$ cat src/rtl/instr_fetch_unit.sv
// instr_fetch_unit
// Fetch stage of the processador core: holds the PC, issues word requests to
// instruction memory (fixed one-cycle read latency), buffers returned words
// with their PCs in a 2-entry FIFO and hands them to decode over valid/ready.
// Execute redirects flush the buffer and discard any stale response.
//
// Optional feature macro: FETCH_MISALIGN_CHK_EN
//   defined   : a redirect to a target with pc[1:0] != 0 queues one marker
//               entry (pc = raw target, instr = NOP, misalign = 1) and halts
//               fetching until the next redirect.
//   undefined : target low bits are ignored, fetching never halts and
//               if_misalign is tied low.
//
// mode      | meaning
// ----------+------------------------------------------------------------
// MODE_RUN  | normal fetching, requests issued whenever buffer credit allows
// MODE_HALT | misaligned target seen; no requests until the next redirect
module instr_fetch_unit #(
  parameter logic [31:0] RESET_PC = 32'h0000_0000
) (
  input  logic        clk,
  input  logic        rst_n,
  output logic        imem_req_valid,
  output logic [31:0] imem_req_addr,
  input  logic        imem_req_ready,
  input  logic        imem_rsp_valid,
  input  logic [31:0] imem_rsp_data,
  input  logic        redirect_valid,
  input  logic [31:0] redirect_pc,
  output logic        if_valid,
  input  logic        if_ready,
  output logic [31:0] if_pc,
  output logic [31:0] if_instr,
  output logic        if_misalign
);

  localparam logic [0:0]  MODE_RUN   = 1'b0;
  localparam logic [31:0] RESET_PC_A = {RESET_PC[31:2], 2'b00};

  logic [0:0]  mode;
  logic [31:0] fetch_pc;
  logic [31:0] tag_pc;
  logic        inflight;
  logic        drop;

  logic [31:0] pc_q    [2];
  logic [31:0] instr_q [2];
  logic        rd_ptr;
  logic        wr_ptr;
  logic [1:0]  count;

  logic        pop;
  logic        accept;
  logic        rsp_take;
  logic        push;
  logic [31:0] push_pc;
  logic [31:0] push_instr;
  logic [1:0]  credit_used;
  logic        credit_ok;
  logic [31:0] target_pc;

  assign target_pc = {redirect_pc[31:2], 2'b00};

  assign if_valid = (count != 2'd0);
  assign if_pc    = pc_q[rd_ptr];
  assign if_instr = instr_q[rd_ptr];
  assign pop      = if_valid & if_ready;

  // A slot is owned either by a buffered entry or by the request in flight;
  // a slot freed by this cycle's pop may be reused immediately.
  assign credit_used = count + {1'b0, inflight};
  assign credit_ok   = (credit_used < 2'd2) | ((credit_used == 2'd2) & pop);

  // rst_n gating keeps the request low while reset is held and lets the
  // first request go out in the very first cycle after release.
  assign imem_req_valid = rst_n & (mode == MODE_RUN) & ~redirect_valid & credit_ok;
  assign imem_req_addr  = fetch_pc;
  assign accept         = imem_req_valid & imem_req_ready;
  assign rsp_take       = inflight & imem_rsp_valid;

`ifdef FETCH_MISALIGN_CHK_EN
  localparam logic [0:0]  MODE_HALT = 1'b1;
  localparam logic [31:0] NOP_INSTR = 32'h0000_0013;

  logic        mis_pend;
  logic [31:0] mis_pc;
  logic [1:0]  mis_q;
  logic        target_misaligned;

  assign target_misaligned = (redirect_pc[1:0] != 2'b00);

  // After a redirect no request is outstanding except a dropped one, so the
  // marker push never collides with a real response push.
  assign push       = ~redirect_valid & (mis_pend | (rsp_take & ~drop));
  assign push_pc    = mis_pend ? mis_pc : tag_pc;
  assign push_instr = mis_pend ? NOP_INSTR : imem_rsp_data;
  assign if_misalign = mis_q[rd_ptr];

  // Mode and pending-marker tracking; any redirect re-evaluates both.
  always_ff @(posedge clk or negedge rst_n) begin
    if (!rst_n) begin
      mode     <= MODE_RUN;
      mis_pend <= 1'b0;
      mis_pc   <= '0;
    end else if (redirect_valid) begin
      mode     <= target_misaligned ? MODE_HALT : MODE_RUN;
      mis_pend <= target_misaligned;
      mis_pc   <= redirect_pc;
    end else begin
      mis_pend <= 1'b0;
    end
  end

  // Misalign flag storage, written alongside the FIFO entry.
  always_ff @(posedge clk or negedge rst_n) begin
    if (!rst_n) begin
      mis_q <= 2'b00;
    end else if (!redirect_valid && push) begin
      mis_q[wr_ptr] <= mis_pend;
    end
  end
`else
  logic [1:0] unused_redirect_lsb;

  assign unused_redirect_lsb = redirect_pc[1:0];
  assign mode        = MODE_RUN;
  assign push        = rsp_take & ~drop & ~redirect_valid;
  assign push_pc     = tag_pc;
  assign push_instr  = imem_rsp_data;
  assign if_misalign = 1'b0;
`endif

  // PC, outstanding-request and stale-response tracking.
  always_ff @(posedge clk or negedge rst_n) begin
    if (!rst_n) begin
      fetch_pc <= RESET_PC_A;
      tag_pc   <= '0;
      inflight <= 1'b0;
      drop     <= 1'b0;
    end else if (redirect_valid) begin
      fetch_pc <= target_pc;
      // A response landing in the redirect cycle is discarded outright; only
      // a request still unanswered afterwards needs the drop flag.
      inflight <= inflight & ~imem_rsp_valid;
      drop     <= inflight & ~imem_rsp_valid;
    end else begin
      if (accept) begin
        fetch_pc <= fetch_pc + 32'd4;
        tag_pc   <= fetch_pc;
      end
      if (accept) begin
        inflight <= 1'b1;
      end else if (rsp_take) begin
        inflight <= 1'b0;
      end
      if (rsp_take) begin
        drop <= 1'b0;
      end
    end
  end

  // Two-entry fetch buffer; a redirect empties it and swallows any pop.
  always_ff @(posedge clk or negedge rst_n) begin
    if (!rst_n) begin
      rd_ptr <= 1'b0;
      wr_ptr <= 1'b0;
      count  <= 2'd0;
      for (int i = 0; i < 2; i++) begin
        pc_q[i]    <= '0;
        instr_q[i] <= '0;
      end
    end else if (redirect_valid) begin
      rd_ptr <= 1'b0;
      wr_ptr <= 1'b0;
      count  <= 2'd0;
    end else begin
      if (push) begin
        pc_q[wr_ptr]    <= push_pc;
        instr_q[wr_ptr] <= push_instr;
        wr_ptr          <= ~wr_ptr;
      end
      if (pop) begin
        rd_ptr <= ~rd_ptr;
      end
      case ({push, pop})
        2'b10:   count <= count + 2'd1;
        2'b01:   count <= count - 2'd1;
        default: count <= count;
      endcase
    end
  end

endmodule

$ cat config.mk
export PLATFORM = sky130hd
export DESIGN_NAME = instr_fetch_unit
export DESIGN_NICKNAME = d
export VERILOG_FILES = /design/src/rtl/instr_fetch_unit.sv
export SDC_FILE = /design/constraint.sdc
export NUM_CORES = 1
export LEC_CHECK = 0
export CORE_ASPECT_RATIO = 1.1
export CORE_MARGIN = 3
export CORE_UTILIZATION = 47
export DETAILED_ROUTE_END_ITERATION = 8
export PLACE_DENSITY = 0.74
export SLEW_MARGIN = 20
export SYNTH_ARGS = -nofsm -noshare
export SYNTH_HDL_FRONTEND = slang
export SYNTH_SLANG_ARGS = --single-unit
$ cat constraint.sdc
create_clock -name clk -period 2.5 [get_ports clk]
set_clock_uncertainty 0.1 [all_clocks]
set_input_delay 0.375 -clock clk [delete_from_list [all_inputs] [get_ports clk]]
set_output_delay 0.375 -clock clk [all_outputs]
set_load 0.005 [all_outputs]
# Word-level counts from Yosys, hierarchy flattened
# Cells that the tools add are included.
[word_totals] elab_cells=71 latchBits=0 n_memories=0 output_inout_bits=99 mem_bits_rw=0 mem_bits_ro=0 ff_bits=198
[classes] n_addsub=4 n_eq_ne=3 multipliers=0 shift=0 order_cmp=4 n_div=0 mux=22 reduce_logical=10 bitwise_logic=17
[op_table] op="$mux 32" n=9
[op_table] op="$bwmux 64" n=2
[op_table] op="$add 32x3->32 const B" n=1
[op_table] op="$demux 32 s1" n=1
[op_table] op="$reduce_bool 2->1" n=5
[op_table] op="$and 1x1->1" n=9
[op_table] op="$mux 1" n=8
[op_table] op="$reduce_bool 3->1" n=2
[op_table] op="$not 1->1" n=5
[op_table] op="$eq 2x2->1 const B" n=2
[op_table] op="$ge 2x2->1 const B" n=2
[op_table] op="$not 1->2" n=2
[op_table] op="$pmux 2 s2" n=1
[op_table] op="$reduce_and 2->1" n=2
[op_table] op="$add 2x1->2" n=1
[op_table] op="$add 2x1->2 const B" n=1
[op_table] op="$eq 2x1->1 const B" n=1
[op_table] op="$lt 2x1->1 const B" n=1
[op_table] op="$lt 2x2->1 const B" n=1
[op_table] op="$mux 2" n=1
[op_table] op="$sub 2x1->2 const B" n=1
[op_table] op="$logic_and 1x1->1" n=1
[op_table] op="$or 1x1->1" n=1

# Logic depth before layout (Yosys ltp)
# Gate-level depths: netlist of the first run.
[depth] word_depth=8 mapped_depth=8 mapped_depth_nobuf=6

# Worst setup path before layout of the first run
# OpenSTA, ideal clock, no wires.
[synth_path] kind="register to register" startpoint="reg inflight" endpoint="reg fetch_pc[14] (netlist: imem_req_addr[14])" stages_incl_launch_ff=7 required_ps=2274 path_slack_ps=292 setup_time_ps=126 arrival_time_ps=1982 cell_sequence="dfrtp_1 > ha_1 > nand3b_1 > a22oi_2 > nand3_1 > or3_1 > a221o_1"
[synth_between] elab_chain_cells=7
[synth_lines] item="start, declared" line_no="43" text="logic inflight;"
[synth_lines] item="start signal, assigned" line_no="144" text="inflight <= inflight & ~imem_rsp_valid;"
[synth_lines] item="$add 2x1->2 (*)" line_no="71" text="assign credit_used = count + {1'b0, inflight};"
[synth_lines] item="$eq 2x2->1" line_no="72" text="assign credit_ok = (credit_used < 2'd2) | ((credit_used == 2'd2) & pop);"
[synth_lines] item="$and 1x1->1" line_no="72"
[synth_lines] item="$or 1x1->1 (*)" line_no="72"
[synth_lines] item="$and 1x1->1 (*)" line_no="76" text="assign imem_req_valid = rst_n & (mode == MODE_RUN) & ~redirect_valid & credit_ok;"
[synth_lines] item="$and 1x1->1 (*)" line_no="78" text="assign accept = imem_req_valid & imem_req_ready;"
[synth_lines] item="$reduce_bool 2->1 (no source line) (*)"
[synth_lines] item="end signal, assigned" line_no="141" text="fetch_pc <= target_pc;"
[synth_lines] item="end signal, assigned" line_no="148" text="fetch_pc <= fetch_pc + 32'd4;"
[synth_lines] item="end, declared" line_no="41" text="logic [31:0] fetch_pc;"
# Every way passes the cells marked *; elsewhere a longest branch is shown, timed or not.
# A chain may end at the register's enable or synchronous reset.

# Worst setup path in the final report of the first run
[layout_path] startpoint="reg rd_ptr" endpoint="out if_pc[11]"
[layout_between] elab_chain_cells=4
[layout_lines] item="start, declared" line_no="48" text="logic rd_ptr;"
[layout_lines] item="start signal, assigned" line_no="183" text="rd_ptr <= ~rd_ptr;"
[layout_lines] item="$not 1->2 (not written as such)" line_no="65" text="assign if_pc = pc_q[rd_ptr];"
[layout_lines] item="$mux 32 (not written as such) (3 in a row)" line_no="65"
[layout_lines] item="end, declared" line_no="32" text="output logic [31:0] if_pc,"
# No other way between the ends. The select of a mux whose other input is x is not followed.

==> insert_results.sql, run 1 <==
INSERT INTO impl_metrics (metric_group, metric, value, unit) VALUES
('outcome', 'status', 'completed', ''),
('power', 'p_sw', '2.33', 'mW'),
('power', 'power_report.internal_total', '6.90', 'mW'),
('yosys', 'synth_async_sr_flop_share', '100', '%'),
('setup_path', 'r2r-end', 'imem_req_addr[29]$_DFFE_PN0P_', ''),
('cts', 'h-tree-depth', '4', ''),
('cells_and_area', 'synthesis_to_finish_area_growth', '31.1', '%'),
('yosys', 'synth.ff_latch_count', '190', ''),
('setup_path', 'path_max_fanout', '19', ''),
('setup_path', 'worst_ep_arrival', '1.98', 'ns'),
('detailed_routing', 'routed_via_count_divided_by_cell_count', '5.38', ''),
('power', 'ir_drop', '0.533', 'mV'),
('setup_path', 'regToRegStartpoint', 'count[0]$_DFFE_PN0P_', ''),
('global_routing', 'pin_count_of_the_biggest_net_entering_global_routing', '138', ''),
('cts', 'worst_skew_pair.late_latency', '0.43', 'ns'),
('cells_and_area', 'num-fill-cells', '1427', ''),
('power', 'combPwrFrac', '25.9', '%'),
('worst_hold_path', 'whs_path_depth', '2', ''),
('setup_path', 'critical_path_required', '2.03', 'ns'),
('floorplanning', 'die_area', '0.0201', 'mm2'),
('global_routing', 'first_global_vias', '6252', ''),
('setup_path', 'max_stage_delay', '0.46', 'ns'),
('detailed_routing', 'route.final.wire_length', '20000', 'um'),
('global_routing', 'grt_antenna_before_repair', '0', ''),
('detailed_routing', 'dr.first_iter.drc_count', '329', ''),
('power', 'power.share.sequential', '44.6', '%'),
('power', 'p_leak', '5.13', 'nW'),
('setup_path', 'worstSetupPathType', 'flop to output pin', ''),
('worst_hold_path', 'timing.hold.worst.class', 'primary input to flop', ''),
('timing', 'layout_min_cycle_time', '2.45', 'ns'),
('placed_design', 'io_buffer_count', '161', ''),
('floorplanning', 'io_pins', '169', ''),
('timing', 'final_hold_viol_count', '0', ''),
('timing', 'finalHoldWorstSlack', '0.133', 'ns'),
('yosys', 'synth_edf_count', '0', ''),
('setup_path', 'critPathBufInv', '2', ''),
('detailed_routing', 'drc_violation_count_after_routing', '0', ''),
('timing', 'finalWorstSetupSlack', '0.0470', 'ns'),
('setup_path', 'crit_path_cell_trace', 'buf_4 -> mux2_2 -> clkdlybuf4s50_1', ''),
('timing', 'endpoints_failing_setup', '0', ''),
('yosys', 'synthFlopType', 'sky130_fd_sc_hd__dfrtp_1', ''),
('yosys', 'synthesis.area', '0.00866', 'mm2'),
('cts', 'cts_buffer_depth', '2', ''),
('cells_and_area', 'insertedDiodeCount', '0', ''),
('placed_design', 'place.gp.congestion', '0.917', ''),
('power', 'power.density_cell_area', '812', 'mW/mm2'),
('setup_path', 'critPathLaunchType', 'flop', ''),
('setup_path', 'crit_path_max_delay_cell_type', 'sky130_fd_sc_hd__clkdlybuf4s50_1', ''),
('cells_and_area', 'most_common_cell_after_layout_fill_and_taps_aside', 'sky130_fd_sc_hd__dfrtp_1', ''),
('cts', 'cts_tree', 'built', ''),
('timing', 'final.period_utilization', '98.1', '%'),
('yosys', 'syn_avg_cell_area', '12.1', 'um2'),
('cts', 'worst_setup_hold_path_clk_slew', '0.07', 'ns'),
('yosys', 'ys_types', '50', ''),
('worst_hold_path', 'hold_end', 'rd_ptr$_DFFE_PN0P_', ''),
('setup_path', 'ff2ff_path_depth', '7', ''),
('power', 'clkPwrFrac', '29.5', '%'),
('timing', 'tightestPinTransition', '0.726', 'ns'),
('cts', 'number_of_buffers_created_by_cts', '17', ''),
('worst_hold_path', 'hold_start', 'redirect_valid', ''),
('floorplanning', 'initial_utilization', '48.5', '%'),
('yosys', 'synth_sequential_area_ratio', '54.9', '%'),
('cts', 'clock-root-buffer', 'sky130_fd_sc_hd__clkbuf_16', ''),
('power', 'power_switching_share', '25.2', '%'),
('cells_and_area', 'area.sequential', '0.00476', 'mm2'),
('yosys', 'synth_warnings', '0', ''),
('job', 'maximum_capacitance_violations', '0', ''),
('detailed_routing', 'post_drt_wl_per_cell', '17.4', 'um'),
('cells_and_area', 'multiInputGateArea', '0.00373', 'mm2'),
('cts', 'number_of_sinks_driven_by_the_clock_tree', '190', ''),
('global_routing', 'global_route_wire_length_before_repair', '32200', 'um');
==> per-stage QoR <==
stage                     std cells  setup TNS (ns)  utilization (%)  instance area, um2
after floorplan                 719               0                -                8680
after global placement         1108         -0.0334             59.9               10700
after detailed placement       1108         -0.0296             59.9               10700
after CTS                      1145               0             63.5               11300
after global routing           1146         -0.0127             63.6               11400
final                          1146               0             63.6               11400
==> metal layers <==
metal	global-route usage [%]	wire [um]	vias to the layer above
met5	0	0	-
met4	6.20	289	0
met3	3.76	1070	20
met2	32.0	9290	193
met1	28.6	9300	3072
li1	-	-	2885
==> registers in the layout, summed over array words and instances, names as in the netlist <==
register       flops
drop               1
wr_ptr             1
rd_ptr             1
imem_req_addr     30
instr_q           64
push_pc           30
count              2
pc_q              60
inflight           1
==> cell usage after synthesis, drive strengths merged, types with 2 or more instances <==
library cell / number / area share (%)
nand3: 16 / 1.0
nand2: 120 / 5.2
o31ai: 2 / 0.17
nor4: 9 / 0.65
or3: 5 / 0.42
a31oi: 2 / 0.14
or2: 2 / 0.14
xnor2: 12 / 1.2
nand4: 9 / 0.65
mux2: 187 / 24
a21o: 2 / 0.17
o21ai: 23 / 1.3
mux2i: 2 / 0.23
nor3: 9 / 0.64
nand3b: 2 / 0.17
inv: 8 / 0.35
buf: 20 / 1.3
and4: 5 / 0.51
o211ai: 8 / 0.75
nor2b: 5 / 0.36
dfrtp: 190 / 55
xor2: 6 / 0.61
clkbuf: 21 / 0.91
nand2b: 2 / 0.14
nor2: 14 / 0.61
ha: 2 / 0.29
or4: 2 / 0.17
and3: 10 / 0.74
a21oi: 2 / 0.12
and2: 2 / 0.14
o311ai: 7 / 0.71
==> how the worst max path moves through the flow <==
stage,start,slack [ns],endpoint
floorplan,inflight$_DFFE_PN0P_,0.29,imem_req_addr[14]$_DFFE_PN0P_
global placement,if_ready,-0.03,imem_req_valid
detailed placement,if_ready,-0.03,imem_req_valid
CTS,rd_ptr$_DFFE_PN0P_,0.007,if_pc[11]
global route,rd_ptr$_DFFE_PN0P_,-0.01,if_pc[11]
finish,rd_ptr$_DFFE_PN0P_,0.05,if_pc[11]
==> logic make-up (layout without fill, tap and decap cells) <==
group / Yosys count / count (layout) / share of synthesized area (%)
buffers and inverters: 49 / 238 / 2.53
AOI/OAI and AO/OA: 54 / 54 / 4.29
muxes: 189 / 189 / 24.5
adders and majority gates: 2 / 2 / 0.289
DFF: 190 / 190 / 54.9
other: 1 / 5 / 0.0433
and+or+nand+nor: 212 / 212 / 11.6
xor gates and xnor gates: 18 / 18 / 1.82
==> power groups by stage <==
stage	logic (mW)	registers (mW)	clock network, mW
floorplan	1.13	4.05	0
global placement	2.37	4.13	0
detailed placement	2.41	4.16	0
CTS	2.44	4.11	2.79
global route	2.60	4.20	2.92
finish	2.39	4.11	2.72
==> cell type report <==
class	instances	area share (%)
clock inverters	12	1.18
clock buffers	20	4.11
flip-flops and latches	190	41.9
well taps	238	2.62
inverters	8	0.264
repair buffers	198	17.1
multi-input cells	480	32.9
==> timing repair <==
action,in CTS,in global routing
endpoints found under the setup margin,1,5
resized for setup,2,4
endpoints found under the hold margin,2,0
hold buffers,1,0
setup buffers,4,1
pin swaps,2,3
Note: power is estimated with default switching activity, not from simulation.
==> run 2: changes to the inputs <==
- CORE_MARGIN: 3 -> 4
- TNS_END_PERCENT: default -> 5
==> run 2 against run 1 <==
- critical path type unchanged
- design area increased by 0.23%
- combinational power about the same
- largest power group unchanged
- non-clock buffer count decreased by 5
==> insert_results.sql, run 2 (synthesis gave the netlist of run 1 again) <==
INSERT INTO impl_metrics (metric_group, metric, value, unit) VALUES
('cts', 'worst_skew_pair.late_latency', '0.42', 'ns'),
('placed_design', 'dp_hpwl', '13600', 'um'),
('cells_and_area', 'top_register_by_number_of_flip_flops', 'instr_q', ''),
('cells_and_area', 'largest_register_ffs', '64', ''),
('job', 'maximum_capacitance_violations', '0', ''),
('setup_path', 'timing.critical_path.to_type', 'output pin', ''),
('setup_path', 'critPathBufInv', '1', ''),
('floorplanning', 'rows', '51', ''),
('timing', 'grt_setup_unrepaired', 'true', ''),
('setup_path', 'cpLargestDelayFamily', 'simple AND/OR/NAND/NOR gates', ''),
('setup_path', 'max_stage_delay', '0.40', 'ns'),
('power', 'p_leak', '5.12', 'nW'),
('detailed_routing', 'drc_violation_count_after_routing', '0', ''),
('timing', 'final_hold_viol_count', '0', ''),
('global_routing', 'pin_count_of_the_biggest_net_entering_global_routing', '159', ''),
('cts', 'number_of_buffers_created_by_cts', '17', ''),
('cells_and_area', 'final_nets', '962', ''),
('global_routing', 'grt_resource_usage_total', '19.9', '%'),
('detailed_routing', 'routed_via_count_divided_by_cell_count', '5.40', ''),
('timing', 'endpoints_failing_setup', '0', ''),
('cells_and_area', 'final_layout_size_suffix_gt1_share', '29.8', '%'),
('cts', 'number_of_sinks_driven_by_the_clock_tree', '190', ''),
('cells_and_area', 'layout_common_cells', 'sky130_fd_sc_hd__dfrtp_1, sky130_fd_sc_hd__mux2_2, sky130_fd_sc_hd__clkdlybuf4s50_1, sky130_fd_sc_hd__nand2_1, sky130_fd_sc_hd__buf_4', ''),
('setup_path', 'critical_path_required', '2.03', 'ns'),
('detailed_routing', 'post_drt_wl_per_cell', '17.5', 'um'),
('detailed_routing', 'route.final.wire_length', '20000', 'um'),
('cells_and_area', 'synthesis_to_finish_area_growth', '31.4', '%'),
('cells_and_area', 'final_cells', '1141', ''),
('detailed_routing', 'final_antenna_net_count', '0', ''),
('timing', 'finalWorstSetupSlack', '0.0421', 'ns'),
('floorplanning', 'io_pins', '169', ''),
('global_routing', 'grt_antenna_before_repair', '1', ''),
('floorplanning', 'die_w', '137', 'um'),
('setup_path', 'crit_path_cell_trace', 'ha_1 -> nand3b_1 -> a22oi_2 -> and3_4 -> dlygate4sd2_1', ''),
('cells_and_area', 'multiInputGateArea', '0.00374', 'mm2'),
('cells_and_area', 'most_common_cell_after_layout_fill_and_taps_aside', 'sky130_fd_sc_hd__dfrtp_1', ''),
('power', 'power.density_cell_area', '823', 'mW/mm2'),
('timing', 'tns', '0', 'ns'),
('setup_path', 'critical_path.startpoint', 'inflight$_DFFE_PN0P_', ''),
('cells_and_area', 'num-fill-cells', '1429', ''),
('outcome', 'status', 'completed', ''),
('floorplanning', 'initial_utilization', '48.3', '%'),
('cells_and_area', 'insertedDiodeCount', '0', ''),
('floorplanning', 'core_area', '0.0179', 'mm2'),
('cts', 'h-tree-depth', '4', ''),
('global_routing', 'global_route_wire_length_before_repair', '32400', 'um'),
('timing', 'tightestPinTransition', '0.817', 'ns'),
('global_routing', 'first_global_vias', '6409', ''),
('cells_and_area', 'area.sequential', '0.00476', 'mm2'),
('setup_path', 'worst_ep_arrival', '1.98', 'ns'),
('placed_design', 'io_buffer_count', '161', ''),
('placed_design', 'place.gp.congestion', '0.897', ''),
('cts', 'clock-root-buffer', 'sky130_fd_sc_hd__clkbuf_16', ''),
('cts', 'cts_tree', 'built', ''),
('floorplanning', 'die_area', '0.0207', 'mm2'),
('timing', 'slew_viols_final', '0', ''),
('global_routing', 'globalRoute.totalOverflow', '0', ''),
('timing', 'final.period_utilization', '98.3', '%'),
('cts', 'cts_buffer_depth', '2', ''),
('worst_hold_path', 'timing.hold.worst.class', 'primary input to flop', ''),
('floorplanning', 'die-height', '150', 'um'),
('power', 'ir_drop', '0.543', 'mV'),
('setup_path', 'worstSetupPathType', 'flop to output pin', ''),
('detailed_routing', 'dr.first_iter.drc_count', '325', ''),
('worst_hold_path', 'hold_start', 'redirect_valid', ''),
('setup_path', 'regToRegStartpoint', 'inflight$_DFFE_PN0P_', ''),
('cts', 'worst_setup_hold_path_clk_slew', '0.07', 'ns'),
('placed_design', 'placed_cells', '1104', ''),
('setup_path', 'critPathLaunchType', 'flop', ''),
('detailed_routing', 'drt_first_pass_iters', '6', ''),
('detailed_routing', 'dr_total_vias', '6157', ''),
('placed_design', 'placement.setup.worst_slack', '0.0317', 'ns'),
('timing', 'layout_min_cycle_time', '2.46', 'ns'),
('timing', 'max_freq', '407', 'MHz'),
('cells_and_area', 'largestRegisters', 'instr_q (64), pc_q (60)', ''),
('power', 'p_total', '9.37', 'mW'),
('timing', 'slew_headroom', '45.5', '%'),
('setup_path', 'crit_path_max_delay_cell_type', 'sky130_fd_sc_hd__dfrtp_1', ''),
('setup_path', 'path_max_fanout', '2', '');
## run 2: stage by stage
stage               util (%)  hold slack, ns  instance area, um2
finish                  63.5           0.181               11400
global route            63.5           0.179               11400
CTS                     63.4           0.159               11400
detailed placement      59.6           0.149               10700
global placement        59.6           0.141               10700
floorplan                  -         -0.0206                8680
## run 2: path summary, 6_finish.rpt
kind | slack, ns | depth (start not counted) | end
setup / recovery | 0.04 | 5 | imem_req_valid
min in group asynchronous | 0.35 | 2 | imem_req_addr[6]$_DFFE_PN0P_
hold reg to reg | 0.40 | 1 | instr_q[7]$_DFFE_PN0P_
setup reg to reg | 0.13 | 8 | imem_req_addr[14]$_DFFE_PN0P_
max in group asynchronous | 0.90 | 3 | drop$_DFFE_PN0P_
hold / removal | 0.18 | 2 | rd_ptr$_DFFE_PN0P_
## run 2: where the power goes
group,switching (mW),leakage (nW),internal [mW]
clock network,1.23,0.309,1.64
registers,0.385,2.44,3.72
logic,0.773,2.37,1.61
total,2.39,5.12,6.98
## run 2: cell type report
type	count	share of cell area (%)
flip-flops and latches	190	41.8
multi-input cells	480	32.9
repair buffers	193	16.9
clock buffers	18	3.86
well taps	238	2.62
clock inverters	14	1.71
inverters	8	0.264
## run 2: metal layers
layer | vias up | GRT usage (%) | part of all wire (%)
met5 | - | 0 | 0.065
met4 | 2 | 5.94 | 1.3
met3 | 21 | 4.78 | 6.0
met2 | 189 | 32.4 | 48
met1 | 3066 | 26.5 | 45
li1 | 2879 | - | -
## run 2: timing repair
| action | in CTS | in global routing |
|---|---|---|
| hold endpoints to repair | 32 | 0 |
| resized for setup | 2 | 6 |
| buffers inserted | 4 | 0 |
| endpoints found under the setup margin | 1 | 25 |
| hold buffers | 1 | 0 |
| pin swaps | 1 | 1 |
